==> config.mk <==
export PLATFORM = sky130hd
export DESIGN_NAME = alu_share_ctrl_flat
export DESIGN_NICKNAME = d
export VERILOG_FILES = /design/src/rtl/alu_share_ctrl_if.sv /design/src/rtl/alu_share_ctrl.sv /design/src/flat_wrapper.sv
export SDC_FILE = /design/constraint.sdc
export NUM_CORES = 1
export LEC_CHECK = 0
export ABC_AREA = 1
export CAP_MARGIN = 5
export CELL_PAD_IN_SITES_DETAIL_PLACEMENT = 1
export CELL_PAD_IN_SITES_GLOBAL_PLACEMENT = 2
export CORE_ASPECT_RATIO = 1.25
export CORE_UTILIZATION = 19
export CTS_CLUSTER_SIZE = 40
export DETAILED_ROUTE_END_ITERATION = 8
export PLACE_DENSITY = 0.81
export RECOVER_POWER = 100
export SETUP_SLACK_MARGIN = 0.4
export SYNTH_ARGS = -nofsm -noshare
export SYNTH_HDL_FRONTEND = slang
export SYNTH_SLANG_ARGS = --single-unit
==> constraint.sdc <==
create_clock -name clk -period 3.06 [get_ports clk]
set_input_delay 0.612 -clock clk [delete_from_list [all_inputs] [get_ports clk]]
set_output_delay 0.612 -clock clk [all_outputs]
set_load 0.01 [all_outputs]
==> src/rtl/alu_share_ctrl_if.sv <==
// alu_share_ctrl_if: request, response and ALU signal bundle for alu_share_ctrl
// Two request ports (r0_*, r1_*), the response channel (rsp_*), the shared ALU hookup (alu_*) and busy.
// The slave modport is the sequencer's view; the master modport is the view of the surrounding logic.
interface alu_share_ctrl_if #(parameter int DATA_W = 32);
  logic              r0_valid, r0_ready;
  logic [DATA_W-1:0] r0_a, r0_b;
  logic [1:0]        r0_op;
  logic              r1_valid, r1_ready;
  logic [DATA_W-1:0] r1_a, r1_b;
  logic [1:0]        r1_op;
  logic              rsp_valid, rsp_ready, rsp_id;
  logic [DATA_W-1:0] rsp_result;
  logic [3:0]        rsp_nzcv;
  logic [DATA_W-1:0] alu_a, alu_b, alu_result;
  logic [1:0]        alu_ctrl;
  logic [3:0]        alu_nzcv;
  logic              busy;
  modport slave (
    input  r0_valid, r0_a, r0_b, r0_op, r1_valid, r1_a, r1_b, r1_op,
           rsp_ready, alu_result, alu_nzcv,
    output r0_ready, r1_ready, rsp_valid, rsp_id, rsp_result, rsp_nzcv,
           alu_a, alu_b, alu_ctrl, busy
  );
  modport master (
    output r0_valid, r0_a, r0_b, r0_op, r1_valid, r1_a, r1_b, r1_op,
           rsp_ready, alu_result, alu_nzcv,
    input  r0_ready, r1_ready, rsp_valid, rsp_id, rsp_result, rsp_nzcv,
           alu_a, alu_b, alu_ctrl, busy
  );
endinterface

==> src/rtl/alu_share_ctrl.sv <==
// alu_share_ctrl: shares one ALU between two requesters and returns result/NZCV with the requester id
// Ports: clk, reset (sync, active-high), bus (alu_share_ctrl_if.slave: two request ports, response channel, ALU hookup, busy).
// FAIR=1 alternates grants when both ports are valid; FAIR=0 always favours port 0.
module alu_share_ctrl #(
  parameter int DATA_W = 32,
  parameter bit FAIR   = 1'b1
) (
  input logic               clk,
  input logic               reset,
  alu_share_ctrl_if.slave   bus
);
  typedef enum logic [1:0] {IDLE, EXEC, RESP} state_t;
  state_t            state, state_n;
  logic [DATA_W-1:0] a_q, b_q;
  logic [1:0]        op_q;
  logic              id_q, last_grant;
  logic              win, g1, acc;
  logic              rsp_id_q;
  logic [DATA_W-1:0] rsp_result_q;
  logic [3:0]        rsp_nzcv_q;
  // Ready depends only on state, valids and rsp_ready, never on alu_result.
  always_comb begin
    win     = state == IDLE || (state == RESP && bus.rsp_ready);
    g1      = bus.r1_valid && (!bus.r0_valid || (FAIR && !last_grant));
    acc     = win && (bus.r0_valid || bus.r1_valid);
    state_n = state == IDLE ? (acc ? EXEC : IDLE) :
              state == EXEC ? RESP :
              !bus.rsp_ready ? RESP : acc ? EXEC : IDLE;
  end
  always_ff @(posedge clk) begin
    if (reset) begin
      state        <= IDLE;
      a_q          <= '0;
      b_q          <= '0;
      op_q         <= '0;
      id_q         <= 1'b0;
      last_grant   <= 1'b1;
      rsp_id_q     <= 1'b0;
      rsp_result_q <= '0;
      rsp_nzcv_q   <= '0;
    end else begin
      state <= state_n;
      if (acc) begin
        a_q        <= g1 ? bus.r1_a : bus.r0_a;
        b_q        <= g1 ? bus.r1_b : bus.r0_b;
        op_q       <= g1 ? bus.r1_op : bus.r0_op;
        id_q       <= g1;
        last_grant <= g1;
      end
      if (state == EXEC) begin
        rsp_result_q <= bus.alu_result;
        rsp_nzcv_q   <= bus.alu_nzcv;
        rsp_id_q     <= id_q;
      end
    end
  end
  assign bus.r0_ready   = acc && !g1;
  assign bus.r1_ready   = acc && g1;
  assign bus.rsp_valid  = state == RESP;
  assign bus.rsp_id     = rsp_id_q;
  assign bus.rsp_result = rsp_result_q;
  assign bus.rsp_nzcv   = rsp_nzcv_q;
  assign bus.alu_a      = a_q;
  assign bus.alu_b      = b_q;
  assign bus.alu_ctrl   = op_q;
  assign bus.busy       = state != IDLE;
endmodule

==> src/flat_wrapper.sv <==
// flat-port wrapper written by rule: the top's interface ports become plain ports
module alu_share_ctrl_flat 
#(
  parameter int DATA_W = 32,
  parameter bit FAIR   = 1'b1
)
  (clk, reset, bus_r0_valid, bus_r0_a, bus_r0_b, bus_r0_op, bus_r1_valid, bus_r1_a, bus_r1_b, bus_r1_op, bus_rsp_ready, bus_alu_result, bus_alu_nzcv, bus_r0_ready, bus_r1_ready, bus_rsp_valid, bus_rsp_id, bus_rsp_result, bus_rsp_nzcv, bus_alu_a, bus_alu_b, bus_alu_ctrl, bus_busy);
  alu_share_ctrl_if #(.DATA_W(DATA_W)) bus_i ();
  input logic clk;
  input logic reset;
  input wire logic [$bits(bus_i.r0_valid)-1:0] bus_r0_valid;
  input wire logic [$bits(bus_i.r0_a)-1:0] bus_r0_a;
  input wire logic [$bits(bus_i.r0_b)-1:0] bus_r0_b;
  input wire logic [$bits(bus_i.r0_op)-1:0] bus_r0_op;
  input wire logic [$bits(bus_i.r1_valid)-1:0] bus_r1_valid;
  input wire logic [$bits(bus_i.r1_a)-1:0] bus_r1_a;
  input wire logic [$bits(bus_i.r1_b)-1:0] bus_r1_b;
  input wire logic [$bits(bus_i.r1_op)-1:0] bus_r1_op;
  input wire logic [$bits(bus_i.rsp_ready)-1:0] bus_rsp_ready;
  input wire logic [$bits(bus_i.alu_result)-1:0] bus_alu_result;
  input wire logic [$bits(bus_i.alu_nzcv)-1:0] bus_alu_nzcv;
  output wire logic [$bits(bus_i.r0_ready)-1:0] bus_r0_ready;
  output wire logic [$bits(bus_i.r1_ready)-1:0] bus_r1_ready;
  output wire logic [$bits(bus_i.rsp_valid)-1:0] bus_rsp_valid;
  output wire logic [$bits(bus_i.rsp_id)-1:0] bus_rsp_id;
  output wire logic [$bits(bus_i.rsp_result)-1:0] bus_rsp_result;
  output wire logic [$bits(bus_i.rsp_nzcv)-1:0] bus_rsp_nzcv;
  output wire logic [$bits(bus_i.alu_a)-1:0] bus_alu_a;
  output wire logic [$bits(bus_i.alu_b)-1:0] bus_alu_b;
  output wire logic [$bits(bus_i.alu_ctrl)-1:0] bus_alu_ctrl;
  output wire logic [$bits(bus_i.busy)-1:0] bus_busy;
  assign bus_i.r0_valid = bus_r0_valid;
  assign bus_i.r0_a = bus_r0_a;
  assign bus_i.r0_b = bus_r0_b;
  assign bus_i.r0_op = bus_r0_op;
  assign bus_i.r1_valid = bus_r1_valid;
  assign bus_i.r1_a = bus_r1_a;
  assign bus_i.r1_b = bus_r1_b;
  assign bus_i.r1_op = bus_r1_op;
  assign bus_i.rsp_ready = bus_rsp_ready;
  assign bus_i.alu_result = bus_alu_result;
  assign bus_i.alu_nzcv = bus_alu_nzcv;
  assign bus_r0_ready = bus_i.r0_ready;
  assign bus_r1_ready = bus_i.r1_ready;
  assign bus_rsp_valid = bus_i.rsp_valid;
  assign bus_rsp_id = bus_i.rsp_id;
  assign bus_rsp_result = bus_i.rsp_result;
  assign bus_rsp_nzcv = bus_i.rsp_nzcv;
  assign bus_alu_a = bus_i.alu_a;
  assign bus_alu_b = bus_i.alu_b;
  assign bus_alu_ctrl = bus_i.alu_ctrl;
  assign bus_busy = bus_i.busy;
  alu_share_ctrl #(.DATA_W(DATA_W), .FAIR(FAIR)) u_core (.clk(clk), .reset(reset), .bus(bus_i));
endmodule
==> summary.md, run 1 <==
| Metric | Value |
|---|---|
| Cell Chain, Critical Path | `dlygate4sd3_1, nor2_1, nor2_1, nand2_2, nor2_1, dlygate4sd2_1` |
| Synth warnings | `0` |
| Number of DRC violations after detailed routing | `0` |
| Gate count of the mapped netlist | `695` |
| Number of clock sinks | `107` |
| Maximum clock path buffer count | `2` |
| Hold Slack | `0.460 ns` |
| Unrepaired setup endpoints after global routing | `false` |
| Slowest cell on the critical path | `sky130_fd_sc_hd__dlygate4sd3_1` |
| Starting density of the core | `0.194` |
| Total number of vias | `5282` |
| Total clock buffers created by CTS | `9` |
| CORE AREA | `about 24000 µm²` |
| DP Cell Count | `1254` |
| Worst Setup Start Kind | `input port` |
| Ports placed on the boundary | `between 200 and 300` |
| Worst r2r path cells | `5` |
| Total setup buffers inserted after CTS | `0` |
| Global-route track usage on met2 | `0.282` |
| Floorplan die area | `between 20000 and 25000 µm²` |
| Fraction of layout instances using a drive strength above 1 | `0.0317` |
| Reported leakage power | `3.56 nW` |
| Cts-stage hold buffer count | `0` |
| Worst Skew | `0.0111 ns` |
| Overall track demand over capacity in global routing | `0.153` |
| Final slew viol count | `0` |
| Result of the run | `complete, no violations` |
| Register area share after synthesis | `0.465` |
| Dominant cells by area after synthesis | `sky130_fd_sc_hd__dfxtp_1, sky130_fd_sc_hd__nand2_1, sky130_fd_sc_hd__a21oi_1` |
| Worst Tran Pin Value | `between 1 and 1.5 ns` |
| FILL cells | `about 3000` |
| Crit Reg-Reg Startpoint | `u_core.state[0]$_SDFF_PP0_` |
| Wire per inst | `14.8 µm` |
| Global-route layer with the greatest usage | `met2` |
| Iteration count of the initial detailed-routing pass | `4` |
| Nature of the critical path endpoint | `primary output` |
| Endpoint of the worst hold path | `u_core.bus.alu_b[15]$_SDFFE_PP0P_` |
| Number of antenna violations at the first check in global routing | `2` |
| Minimum clock period after layout | `2.54 ns` |
| Detailed-placement wirelength estimate | `13200 µm` |
| Startpoint of the tightest hold check path | `u_core.bus.alu_b[15]$_SDFFE_PP0P_` |
| Flip-flop and latch count after synthesis | `about 110` |
| Number of failing hold endpoints at the final stage | `0` |
| Clock edge transition at the registers on the reported setup and hold paths | `0.08 ns` |
| Total of max-cap violations | `0` |
| Met3 routing resource usage after global routing | `0.0399` |
| Endpoint of the lowest-slack register-to-register path | `u_core.bus.rsp_result[26]$_SDFFE_PP0N_` |
| Vias in the first global route | `5469` |
| FF-to-FF setup slack | `1.31 ns` |
| Mapped Avg Cell Area | `6.63 µm²` |
| RePlAce Congestion | `0.731` |
| Rel. slew slack | `0.166` |
| Portion of synthesized cell area occupied by the leading cell type | `0.465` |
| Number of nets in the finished design | `1113` |
| Endpoints failing setup | `0` |
| Pin count of the biggest net entering global routing | `70` |
| WP data arrival | `approximately 1.9 ns` |
| Die width | `141 µm` |
| Critical Path Most Common Cell | `sky130_fd_sc_hd__nor2_1` |
| Worst Path Class, Setup | `input port to primary output` |
| Iteration-0 DRC Markers | `149` |
| Syn Std Cell Area | `4610 µm²` |
| Delay of the slowest cell on the worst path | `0.56 ns` |
| Clock root cell | `sky130_fd_sc_hd__clkbuf_16` |
| Final worst path period share | `0.830` |
| Power Dens Cells | `476 nW/µm²` |
| Data required, critical path | `~2.5 ns` |
| Vias per inst | `4.16` |
| Insertion delay of the later-clocked pin in the worst-skew pair | `0.36 ns` |
| Top fanout value on the critical path | `2` |
| Synthesized netlist net count | `868` |
| Routed Antenna Nets | `0` |
| Min-Delay Path Depth | `2` |
| Number of non-filler instances in the completed layout | `1271` |
| Max Freq | `394 MHz` |
| Max VDD drop | `0.201 mV` |
| Number of input and output port buffers inserted | `279` |
| Final total negative setup slack | `0 ns` |
| Number of H-tree levels | `3` |
| Remaining global-route overflow | `0` |
| Chip Height | `176 µm` |
| Path category of the worst min-delay check | `flop to flop` |
| Layout overhead on the synthesized area | `72.2%` |
| Library cell occupying the most area in the post-synthesis netlist | `sky130_fd_sc_hd__dfxtp_1` |
| CTS tree | `yes` |
| Total wire length | `18900 µm` |
| Global-route track usage on met1 | `0.166` |
| First-pass GRT wire length | `29600 µm` |
| Distinct cell type count of the synthesized netlist | `15` |
| Number of core rows | `63` |
-- state kept, by name (all words and copies together), names as in the netlist --
name,count
u_core.bus.alu_b,32
u_core.bus.alu_a,32
u_core.bus.rsp_result,32
u_core.bus.alu_ctrl,2
u_core.state,2
u_core.last_grant,1
u_core.id_q,1
u_core.bus.rsp_id,1
u_core.bus.rsp_nzcv,4
-- Yosys cell counts, drive strengths merged --
cell type    n
inv          7
o21ai       37
nand3       66
nand2      275
dfxtp      107
clkbuf      23
buf         31
a21oi       68
nor2        81
-- routing by layer --
| layer | wire length [µm] | vias to the layer above |
|---|---|---|
| met5 | 10 | - |
| met2 | 9680 | 158 |
| li1 | - | 2703 |
| met1 | 7590 | 2400 |
| met4 | 367 | 2 |
| met3 | 1220 | 19 |
-- kinds of logic after synthesis --
logic type      share of synthesized area
compound gates                      0.114
buf+inv                            0.0592
simple gates                        0.362
flops                               0.465
-- worst max-delay path, delay by kind of cell --
kind / cells / cell delay (ns)
and+or+nand+nor: 4 / 0.45
buffers and inverters: 2 / 0.86
-- area by class of cell --
type                    instances  area [µm²]  area share
flip-flops and latches        107        2140       0.270
clock inverters                 7        81.3      0.0102
well taps                     325         407      0.0512
repair buffers                288        2850       0.359
inverters                       7        26.3     0.00331
multi-input cells             527        2210       0.278
diodes                          1        2.50    0.000315
clock buffers                   9         225      0.0284
-- through the flow --
| stage | instance area (µm²) | setup slack, ns | total power [mW] | util |
|---|---|---|---|---|
| detailed placement | 7630 | 0.293 | 2.66 | 0.321 |
| CTS | 7940 | 0.557 | 3.92 | 0.333 |
| global placement | 7630 | 0.312 | 2.65 | 0.321 |
| global route | 7940 | 0.423 | 4.02 | 0.333 |
| finish | 7940 | 0.521 | 3.77 | 0.333 |
| floorplan | 4610 | 1.20 | 2.05 | - |
-- worst max-delay path by stage --
stage | start | end | cells past startpoint
after floorplan | bus_r0_valid | bus_r0_ready | 5
after global placement | bus_r0_valid | bus_r1_ready | 6
after detailed placement | bus_rsp_ready | bus_r0_ready | 8
after CTS | bus_rsp_ready | bus_r0_ready | 8
after global routing | bus_r0_valid | bus_r1_ready | 6
final | bus_r0_valid | bus_r1_ready | 6
-- cells in the final DEF, fill, tap and decap left out --
cell type                           n
sky130_fd_sc_hd__bufinv_16          1
sky130_fd_sc_hd__dfxtp_1          107
sky130_fd_sc_hd__inv_6              1
sky130_fd_sc_hd__clkbuf_1           1
sky130_fd_sc_hd__diode_2            1
sky130_fd_sc_hd__clkdlybuf4s50_1  169
sky130_fd_sc_hd__nor2_1            80
sky130_fd_sc_hd__o21ai_0           33
sky130_fd_sc_hd__nand2_1          272
sky130_fd_sc_hd__clkinv_2           1
sky130_fd_sc_hd__buf_2              1
sky130_fd_sc_hd__clkinvlp_4         2
sky130_fd_sc_hd__inv_8              2
sky130_fd_sc_hd__clkbuf_16          9
sky130_fd_sc_hd__dlygate4sd3_1    106
sky130_fd_sc_hd__inv_1              7
sky130_fd_sc_hd__o21ai_1            4
sky130_fd_sc_hd__dlygate4sd2_1      2
sky130_fd_sc_hd__a21oi_1           68
sky130_fd_sc_hd__nand2_2            3
sky130_fd_sc_hd__nand3_1           66
sky130_fd_sc_hd__buf_4              9
sky130_fd_sc_hd__nor2_4             1
-- report_power, final --
group	total, mW	leakage (nW)	internal (mW)	switching [mW]
sequential	1.58	0.882	1.52	0.0565
clock	1.22	0.146	0.649	0.576
combinational	0.973	2.53	0.484	0.488
total	3.77	3.56	2.65	1.12
-- timing repair --
item	CTS	global route
resized for setup	2	0
hold endpoints to repair	0	0
setup endpoints to repair	2	0
(Power assumes the default switching activity.)
==> run 2: changes to the inputs <==
- CORE_UTILIZATION: 19 -> 18
- PLACE_DENSITY: 0.81 -> 0.77
- clock period: 3.06 -> 2.5 ns (I/O delays scaled with it)
==> run 2 against run 1 <==
Compared with the run above:
- combinational power grew 23%
- largest power group unchanged
- critical path type unchanged
- utilization is 1.8 points lower
- highest routed layer is now met4
- non-clock buffer count rose by 3
- total power up 21%
- sequential power up 22%
- wire length increased by 1.6%
==> summary.md, run 2 (same netlist as run 1, synthesis figures left out) <==
| Metric | Value |
|---|---|
| CORE AREA | `25200 µm² (was 23800 µm²)` |
| Power Dens Cells | `575 nW/µm² (was 476 nW/µm²)` |
| WP data arrival | `1.61 ns (was 1.93 ns)` |
| Data required, critical path | `2.00 ns (was 2.45 ns)` |
| Logic pwr share | `0.262 (was 0.258)` |
| Net Switching | `1.41 mW (was 1.12 mW)` |
| Final core utilization | `0.315 (was 0.333)` |
| Sequential cell fraction of total power | `0.422 (was 0.418)` |
| Vias in the first global route | `5330 (was 5469)` |
| Switching Fraction | `0.308 (was 0.297)` |
| Reported leakage power | `3.56 nW (about the same)` |
| Worst Setup Slack, final | `0.388 ns (was 0.521 ns)` |
| CP Launch Point | `bus_rsp_ready (was bus_r0_valid)` |
| Chip Height | `181 µm (was 176 µm)` |
| Max Freq | `473 MHz` |
| Worst Tran Pin Value | `1.25 ns (about the same)` |
| Total clock buffers created by CTS | `9 (unchanged)` |
| Iteration-0 DRC Markers | `146 (was 149)` |
| Clock share of power | `0.315 (was 0.324)` |
| Starting density of the core | `0.183 (was 0.194)` |
| Final worst path period share | `0.845` |
| Endpoints failing setup | `0 (unchanged)` |
| Rel. slew slack | `0.164 (was 0.166)` |
| Post-route total power | `4.57 mW (was 3.77 mW)` |
| Minimum clock period after layout | `~2.1 ns` |
| Wire per inst | `14.9 µm (was 14.8 µm)` |
| Total of max-cap violations | `0 (unchanged)` |
| Path category of the worst min-delay check | `flop to flop (unchanged)` |
| Remaining global-route overflow | `0 (unchanged)` |
| Final total negative setup slack | `0 ns (unchanged)` |
| Unrepaired setup endpoints after global routing | `true (was false)` |
| Worst Path Class, Setup | `input port to primary output (unchanged)` |
| Vias per inst | `4.17 (was 4.16)` |
| Most common cell after layout, fill and taps aside | `sky130_fd_sc_hd__nand2_1 (unchanged)` |
| Detailed-placement wirelength estimate | `13300 µm (was 13200 µm)` |
| Worst Setup Start Kind | `input port (unchanged)` |
| Diodes inserted | `0 (was 1)` |
| Number of DRC violations after detailed routing | `0 (unchanged)` |
| FF-to-FF setup slack | `0.77 ns (was 1.31 ns)` |
| Startpoint of the tightest hold check path | `u_core.bus.alu_a[26]$_SDFFE_PP0P_ (was u_core.bus.alu_b[15]$_SDFFE_PP0P_)` |
| CTS tree | `yes (unchanged)` |
| Routed Antenna Nets | `0 (unchanged)` |
| First-pass GRT wire length | `29700 µm (was 29600 µm)` |
| Most frequent cells in the layout | `sky130_fd_sc_hd__nand2_1, sky130_fd_sc_hd__clkdlybuf4s50_1, sky130_fd_sc_hd__dfxtp_1 (unchanged)` |
| Number of failing hold endpoints at the final stage | `0 (unchanged)` |
| Pin count of the biggest net entering global routing | `70 (unchanged)` |
| Maximum clock path buffer count | `2 (unchanged)` |
| Top fanout value on the critical path | `2 (unchanged)` |
| Fraction of layout instances using a drive strength above 1 | `0.0390 (was 0.0317)` |
| Number of nets in the finished design | `1116 (was 1113)` |
| Max VDD drop | `0.297 mV (was 0.201 mV)` |
| Clock root cell | `sky130_fd_sc_hd__clkbuf_16 (unchanged)` |
| Ports placed on the boundary | `280 (unchanged)` |
| Floorplan die area | `26300 µm² (was 24900 µm²)` |
| Die width | `145 µm (was 141 µm)` |
| Iteration count of the initial detailed-routing pass | `4 (unchanged)` |
| Overall track demand over capacity in global routing | `0.144 (was 0.153)` |
| Number of clock sinks | `107 (unchanged)` |
| Result of the run | `complete, no violations (unchanged)` |
| Total number of vias | `5348 (was 5282)` |
| Layout overhead on the synthesized area | `72.4% (was 72.2%)` |
| Total wire length | `19200 µm (was 18900 µm)` |
| Number of antenna violations at the first check in global routing | `0 (was 2)` |
| Number of core rows | `65 (was 63)` |
| Worst Skew | `0.0117 ns (was 0.0111 ns)` |
| Nature of the critical path endpoint | `primary output (unchanged)` |
| RePlAce Congestion | `0.740 (was 0.731)` |
| Insertion delay of the later-clocked pin in the worst-skew pair | `0.35 ns (was 0.36 ns)` |
| Clock edge transition at the registers on the reported setup and hold paths | `0.07 ns (was 0.08 ns)` |
| Worst setup slack after placement | `0.00342 ns (was 0.293 ns)` |
| Number of input and output port buffers inserted | `279 (unchanged)` |
| Final slew viol count | `0 (unchanged)` |
| Crit Reg-Reg Startpoint | `u_core.state[1]$_SDFF_PP0_ (was u_core.state[0]$_SDFF_PP0_)` |
| Final Instance Area | `7950 µm² (was 7940 µm²)` |
| Placed standard-cell area | `7670 µm² (was 7630 µm²)` |
| Internal portion of total power | `3.16 mW (was 2.65 mW)` |
| Number of H-tree levels | `3 (unchanged)` |
[run 2: cell count changes in the layout (fill, tap and decap cells not counted), sizes merged]
cell           change
buf                +3
bufinv             -1
clkbuf             +3
clkdlybuf4s50      +1
clkinv             +3
clkinvlp           -2
diode              -1
dlygate4sd2        -2
dlygate4sd3        -2
[run 2: worst paths after layout]
check	endpoint	cells after the start
setup / recovery	bus_r0_ready	8
hold / removal	u_core.bus.alu_a[26]$_SDFFE_PP0P_	2
hold reg to reg	u_core.bus.alu_a[26]$_SDFFE_PP0P_	2
setup reg to reg	u_core.bus.alu_a[20]$_SDFFE_PP0P_	6
[run 2: worst max-delay path: stages]
cell and delay, ns:
sky130_fd_sc_hd__clkdlybuf4s50_1 0.46, sky130_fd_sc_hd__inv_1 0.04, sky130_fd_sc_hd__nand2_1 0.07, sky130_fd_sc_hd__nand2_1 0.06, sky130_fd_sc_hd__nor2_1 0.19, sky130_fd_sc_hd__nand2_2 0.10, sky130_fd_sc_hd__inv_2 0.07, sky130_fd_sc_hd__buf_4 0.12
[run 2: per-stage QoR]
step,hold WS [ns],std cells
6_report,0.461,1283
5_1_grt,0.485,1283
4_1_cts,0.467,1283
3_5_place_dp,0.453,1267
3_3_place_gp,0.443,1267
2_1_floorplan,0.426,695
[run 2: layout make-up]
class / instances / area (µm²)
Timing Repair Buffer: 291 / 2860
Clock inverter: 7 / 70.1
Tap cell: 335 / 419
Sequential cell: 107 / 2140
Fill cell: 3107 / 17300
Multi-Input combinational cell: 527 / 2200
Inverter: 7 / 26.3
Clock buffer: 9 / 225
[run 2: power by group through the flow]
| stage | clock network, mW | logic (mW) | registers [mW] |
|---|---|---|---|
| final | 1.44 | 1.20 | 1.93 |
| after detailed placement | 0 | 1.29 | 1.98 |
| after global placement | 0 | 1.28 | 1.97 |
| after global routing | 1.60 | 1.32 | 1.96 |
| after floorplan | 0 | 0.464 | 2.04 |
| after CTS | 1.53 | 1.29 | 1.94 |
[run 2: per-layer routing]
| layer | up-vias | part of all wire | track usage |
|---|---|---|---|
| met2 | 157 | 0.51 | 0.263 |
| met1 | 2476 | 0.42 | 0.164 |
| li1 | 2705 | - | - |
| met4 | 0 | 0.012 | 0.0387 |
| met3 | 10 | 0.056 | 0.0364 |
| met5 | - | 0 | 0 |
[run 2: what timing repair did]
action	in CTS	in global routing
endpoints found under the setup margin	2	37
hold buffers	0	0
cloned	0	0
gates resized for setup	8	7
setup buffers	0	0
pin swaps	0	0
